[config.mk]
export PLATFORM = sky130hd
export DESIGN_NAME = branch_cmp_seq
export DESIGN_NICKNAME = d
export VERILOG_FILES = /design/src/rtl/branch_cmp_seq.sv
export SDC_FILE = /design/constraint.sdc
export NUM_CORES = 1
export LEC_CHECK = 0
export ABC_AREA = 1
export CORE_AREA = 2 2 59 50
export CTS_BUF_LIST = sky130_fd_sc_hd__clkbuf_16
export DETAILED_ROUTE_END_ITERATION = 12
export DIE_AREA = 0 0 61 52
export PLACE_DENSITY = 0.83
export SYNTH_ARGS = -nofsm -noshare
export SYNTH_HDL_FRONTEND = slang
export SYNTH_SLANG_ARGS = --single-unit
[constraint.sdc]
create_clock -name clk -period 1.75 [get_ports clk]
set_input_delay 0.175 -clock clk [delete_from_list [all_inputs] [get_ports clk]]
set_output_delay 0.175 -clock clk [all_outputs]
set_load 0.005 [all_outputs]
[src/rtl/branch_cmp_seq.sv]
// Registered MIPS branch-condition unit: one-cycle zero/sign/equality tests plus a multi-cycle
// popcount-equality compare (bnumeq), built only when BRANCH_CMP_POPCNT_EN is defined.
module branch_cmp_seq #(
  parameter int WIDTH = 32,
  parameter int CHUNK = 8
) (
  input  logic             clk,
  input  logic             reset_n,
  input  logic             start,
  input  logic             flush,
  input  logic [3:0]       op,
  input  logic [WIDTH-1:0] a,
  input  logic [WIDTH-1:0] b,
  output logic             busy,
  output logic             valid,
  output logic             taken,
  output logic             illegal
);

  localparam logic [3:0] OP_BEQ  = 4'd0;
  localparam logic [3:0] OP_BNE  = 4'd1;
  localparam logic [3:0] OP_BLEZ = 4'd2;
  localparam logic [3:0] OP_BGTZ = 4'd3;
  localparam logic [3:0] OP_BLTZ = 4'd4;
  localparam logic [3:0] OP_BGEZ = 4'd5;
  localparam logic signed [WIDTH-1:0] ZERO_S = '0;

  if (WIDTH < 2) begin : g_chk_width
    $error("branch_cmp_seq: WIDTH must be >= 2");
  end
  if (CHUNK < 1 || CHUNK > WIDTH) begin : g_chk_chunk
    $error("branch_cmp_seq: CHUNK must be in 1..WIDTH");
  end

  function automatic logic simple_cond(input logic [3:0]       f_op,
                                       input logic [WIDTH-1:0] f_a,
                                       input logic [WIDTH-1:0] f_b);
    logic signed [WIDTH-1:0] v_a;
    v_a = $signed(f_a);
    case (f_op)
      OP_BEQ:  simple_cond = (f_a == f_b);
      OP_BNE:  simple_cond = (f_a != f_b);
      OP_BLEZ: simple_cond = (v_a <= ZERO_S);
      OP_BGTZ: simple_cond = (v_a > ZERO_S);
      OP_BLTZ: simple_cond = f_a[WIDTH-1];
      OP_BGEZ: simple_cond = ~f_a[WIDTH-1];
      default: simple_cond = 1'b0;
    endcase
  endfunction

  logic w_idle;
  logic w_op_pop;
  logic w_op_ill;
  logic w_pop_done;
  logic w_pop_taken;
  logic r_valid;
  logic r_taken;
  logic r_illegal;

`ifdef BRANCH_CMP_POPCNT_EN
  localparam int N  = (WIDTH + CHUNK - 1) / CHUNK;
  localparam int CW = $clog2(WIDTH + 1);
  localparam int KW = (N > 1) ? $clog2(N) : 1;
  localparam logic [3:0] OP_BNUMEQ = 4'd6;
  localparam logic [0:0] S_IDLE  = 1'b0;
  localparam logic [0:0] S_COUNT = 1'b1;

  function automatic logic [CW-1:0] popcnt(input logic [CHUNK-1:0] f_v);
    logic [CW-1:0] v_n;
    v_n = '0;
    for (int i = 0; i < CHUNK; i++) begin
      v_n = v_n + CW'(f_v[i]);
    end
    return v_n;
  endfunction

  logic [0:0]       r_state;
  logic [KW-1:0]    r_k;
  logic [CW-1:0]    r_cnt_a;
  logic [CW-1:0]    r_cnt_b;
  logic [WIDTH-1:0] r_a;
  logic [WIDTH-1:0] r_b;
  logic [CW-1:0]    w_sum_a;
  logic [CW-1:0]    w_sum_b;
  logic             w_last;
  logic             w_accept_pop;

  assign w_idle       = (r_state == S_IDLE);
  assign w_op_pop     = (op == OP_BNUMEQ);
  assign w_accept_pop = w_idle && start && w_op_pop;
  // Operands shift right each COUNT cycle, so the current chunk always sits in the low bits
  // and the zero fill naturally blanks bits past WIDTH in a partial last chunk.
  assign w_sum_a      = r_cnt_a + popcnt(r_a[CHUNK-1:0]);
  assign w_sum_b      = r_cnt_b + popcnt(r_b[CHUNK-1:0]);
  assign w_last       = (r_k == KW'(N - 1));
  assign w_pop_done   = (r_state == S_COUNT) && w_last;
  assign w_pop_taken  = (w_sum_a == w_sum_b);
  assign busy         = (r_state == S_COUNT);

  always_ff @(posedge clk or negedge reset_n) begin
    if (!reset_n) begin
      r_state <= S_IDLE;
      r_k     <= '0;
      r_cnt_a <= '0;
      r_cnt_b <= '0;
    end else if (flush) begin
      r_state <= S_IDLE;
      r_k     <= '0;
      r_cnt_a <= '0;
      r_cnt_b <= '0;
    end else if (w_idle) begin
      if (w_accept_pop) begin
        r_state <= S_COUNT;
        r_k     <= '0;
        r_cnt_a <= '0;
        r_cnt_b <= '0;
      end
    end else begin
      r_cnt_a <= w_sum_a;
      r_cnt_b <= w_sum_b;
      if (w_last) begin
        r_state <= S_IDLE;
        r_k     <= '0;
      end else begin
        r_k <= r_k + KW'(1);
      end
    end
  end

  always_ff @(posedge clk) begin
    if (w_accept_pop && !flush) begin
      r_a <= a;
      r_b <= b;
    end else if (r_state == S_COUNT) begin
      r_a <= r_a >> CHUNK;
      r_b <= r_b >> CHUNK;
    end
  end
`else
  assign w_idle      = 1'b1;
  assign w_op_pop    = 1'b0;
  assign w_pop_done  = 1'b0;
  assign w_pop_taken = 1'b0;
  assign busy        = 1'b0;
`endif

  assign w_op_ill = (op > OP_BGEZ) && !w_op_pop;

  // Result register: flush wipes the held result, otherwise valid is a single-cycle pulse.
  always_ff @(posedge clk or negedge reset_n) begin
    if (!reset_n) begin
      r_valid   <= 1'b0;
      r_taken   <= 1'b0;
      r_illegal <= 1'b0;
    end else if (flush) begin
      r_valid   <= 1'b0;
      r_taken   <= 1'b0;
      r_illegal <= 1'b0;
    end else begin
      r_valid <= 1'b0;
      if (w_pop_done) begin
        r_valid   <= 1'b1;
        r_taken   <= w_pop_taken;
        r_illegal <= 1'b0;
      end else if (w_idle && start && !w_op_pop) begin
        r_valid   <= 1'b1;
        r_taken   <= w_op_ill ? 1'b0 : simple_cond(op, a, b);
        r_illegal <= w_op_ill;
      end
    end
  end

  assign valid   = r_valid;
  assign taken   = r_taken;
  assign illegal = r_illegal;

endmodule
==> flow_summary.toml <==
[placement]
numPortBuffers = 74
place_congestion = 0.7535
dp_slack_ns = 0.1390
dp_hpwl_um = 2226
dpl.cell_count = 254

[routing]
wl_per_cell_um = 9.198
viasPerCell = 4.182
first_iter_violations = 20
drc = 0
wl_um = 2373
drt-pass1-iter-count = 4
antenna_left = 0
num_vias = 1079

[critical_path]
slowest_stage = "clkdlybuf4s50_1"
arrival_ns = 1.48
slowest_delay_ns = 0.49
worstReg2RegEnd = "illegal$_DFFE_PN0P_"
cp_max_fo = 5
crit_type = "in -> reg"
required_ns = 1.86
worstSetupEndpointType = "flip-flop"
r2r_start = "illegal$_DFFE_PN0P_"
cp-startpoint = "a[31]"
crit_chain = "clkdlybuf4s50_1 > inv_1 > nand2_1 > nand2_1 > nand2_1 > nor2_1 > nand2_1 > nor2_2 > nand3_1 > nand2_1 > nand2_1 > nand2_1 > nand2_1"
critPathMostFrequentCell = "nand2_1"
startpoint_type = "input pin"
reg2reg_depth = 1
r2r_slack_ns = 1.05

[die]
dieWidth_um = 61
initial_core_util_pct = 30.61
dieHeight_um = 52
die_area_um2 = 3172
ios = 76
rows = 17
core_um2 = 2616

[sta]
hold_violations = 0
finalSetupViolCount = 0
rsz0062_at_grt = "no"
max_freq_ghz = 0.7263
fin_crit_ns = 1.377
skew_ns = 0
layout_worst_path_cycle_share_pct = 78.68
fin_setup_tns_ns = 0
fin_ws_ns = 0.3732
maxSlewViolCount = 0

[cts]
root_buffer = "clkbuf_16"
cts_hold_buf = 0
post_cts_buffers = 0
htreeDepth = 1
clkLatencyLatePin_ns = 0.22
clkTransAtPathRegs_ns = 0.03
cts_made_buffers = 3
clock_path_buffers = 2
cts_tree = "done"
post_cts_resized = 0
cts_sinks = 3

[flow_run]
cap_viol_max_count = 0

[pwr]
p_comb_share_pct = 42.7
max-vdd-ir-drop_mv = 0.2188
power_mw = 0.7476
intPower_mw = 0.5799
p_leak_nw = 0.7023
power_switching_mw = 0.1677
seq_power_share_pct = 10.0
swShare_pct = 22.43
power_density_nw_per_um2 = 450.3
clkPwrFrac_pct = 47.3

[synth]
async_reset_ff_share_pct = 100.0
synth.cells.most_frequent = "nand2_1, nor2_1, xnor2_1"
synth_edf_count = 0
yosys.area.top_type = "xnor2_1"
syn_avg_cell_area_um2 = 5.600
synth_area_um2 = 800.8
synth_fp_nets = 215
synth_cell_type_count = 20
synth_top_area_share_pct = 27.34
post-synth-top-count-cell = "nand2_1"
yosys_warnings = 0
synth_cells = 143
yosys-top-cells-area = "xnor2_1, nand2_1, nor2_1"
ys.flop_type = "dfrtp_1"
ys_seq_area_share_pct = 9.375
ys_seq_elements = 3

[global_route]
grt_pass1_wl_um = 3505
antenna_found_initial = 0
grt_pass1_vias = 937
grtUsageTotal_pct = 14.42
grt_max_degree = 6
grt_remaining_overflow = 0

[layout]
diodes = 0
fill_cells = 255
layoutNonFillerInstCount = 258
drive_gt1_share_pct = 4.545
syn_to_final_growth_pct = 107.3
nets = 293

[outcome]
status = "finished clean"

[min_path]
hp-class = "in -> async"
[stage by stage]
| step | cell area [µm²] | utilization [%] | hold WS (ns) |
|---|---|---|---|
| 6_report | 1660 | 63.46 | 0.1436 |
| 5_1_grt | 1660 | 63.46 | 0.1505 |
| 4_1_cts | 1660 | 63.46 | 0.1455 |
| 3_5_place_dp | 1582 | 60.45 | 0.3794 |
| 3_3_place_gp | 1582 | 60.45 | 0.3698 |
| 2_1_floorplan | 800.8 | - | -0.1206 |
[cell families (layout without fill, tap and decap cells)]
| group | after synthesis | after routing | synth area share [%] |
|---|---|---|---|
| XOR/XNOR | 26 | 26 | 29.38 |
| AO/OA/AOI/OAI | 5 | 5 | 4.062 |
| other | 1 | 1 | 0.4683 |
| AND/OR/NAND/NOR | 91 | 91 | 48.28 |
| buffers and inverters | 17 | 94 | 8.437 |
| flip-flops | 3 | 3 | 9.375 |
[registers in the layout, indices dropped and copies added (netlist names)]
register,cells
taken,1
valid,1
illegal,1
[power groups by stage]
stage	registers [mW]	logic [mW]	clock network, mW
detailed placement	0.0760	0.321	0
global placement	0.0753	0.319	0
floorplan	0.0757	0.117	0
CTS	0.0752	0.322	0.359
global route	0.0754	0.349	0.367
finish	0.0751	0.319	0.353
[critical path: cells and delay by family]
kind | cells | cell delay, ns
AND/OR/NAND/NOR | 11 | 0.69
buffers and inverters | 2 | 0.61
[worst max path at each step]
| stage | end | slack, ns | cells after the start |
|---|---|---|---|
| 6_report | taken$_DFFE_PN0P_ | 0.37 | 13 |
| 5_1_grt | taken$_DFFE_PN0P_ | 0.20 | 13 |
| 4_1_cts | taken$_DFFE_PN0P_ | 0.36 | 13 |
| 3_5_place_dp | taken$_DFFE_PN0P_ | 0.14 | 13 |
| 3_3_place_gp | taken$_DFFE_PN0P_ | 0.16 | 13 |
| 2_1_floorplan | taken$_DFFE_PN0P_ | 0.76 | 10 |
[layer usage]
layer / up-vias / GRT usage, % / share of wire [%]
li1: 593 / - / -
met1: 436 / 16.69 / 40
met2: 48 / 26.52 / 48
met3: 2 / 2.488 / 11
met4: 0 / 4.348 / 0.59
met5: - / 0 / 0
[placed cells by master, fill, tap and decap left out, types with 3 or more instances in the layout]
| master | count |
|---|---|
| clkdlybuf4s50_1 | 74 |
| xnor2_1 | 25 |
| dfrtp_1 | 3 |
| nor2_1 | 30 |
| nand2_1 | 47 |
| inv_1 | 16 |
| nand3_1 | 4 |
| nand4_1 | 4 |
| clkbuf_16 | 3 |
[layout make-up]
| type | instances | area (µm²) | share of cell area, % |
|---|---|---|---|
| flip-flops and latches | 3 | 75.07 | 4.521 |
| inverters | 16 | 60.06 | 3.617 |
| multi-input cells | 123 | 658.1 | 39.64 |
| well taps | 38 | 47.55 | 2.864 |
| clock buffers | 3 | 75.07 | 4.521 |
| clock inverters | 1 | 3.754 | 0.2261 |
| repair buffers | 74 | 740.7 | 44.61 |
Power figures use the tool's default switching activity.
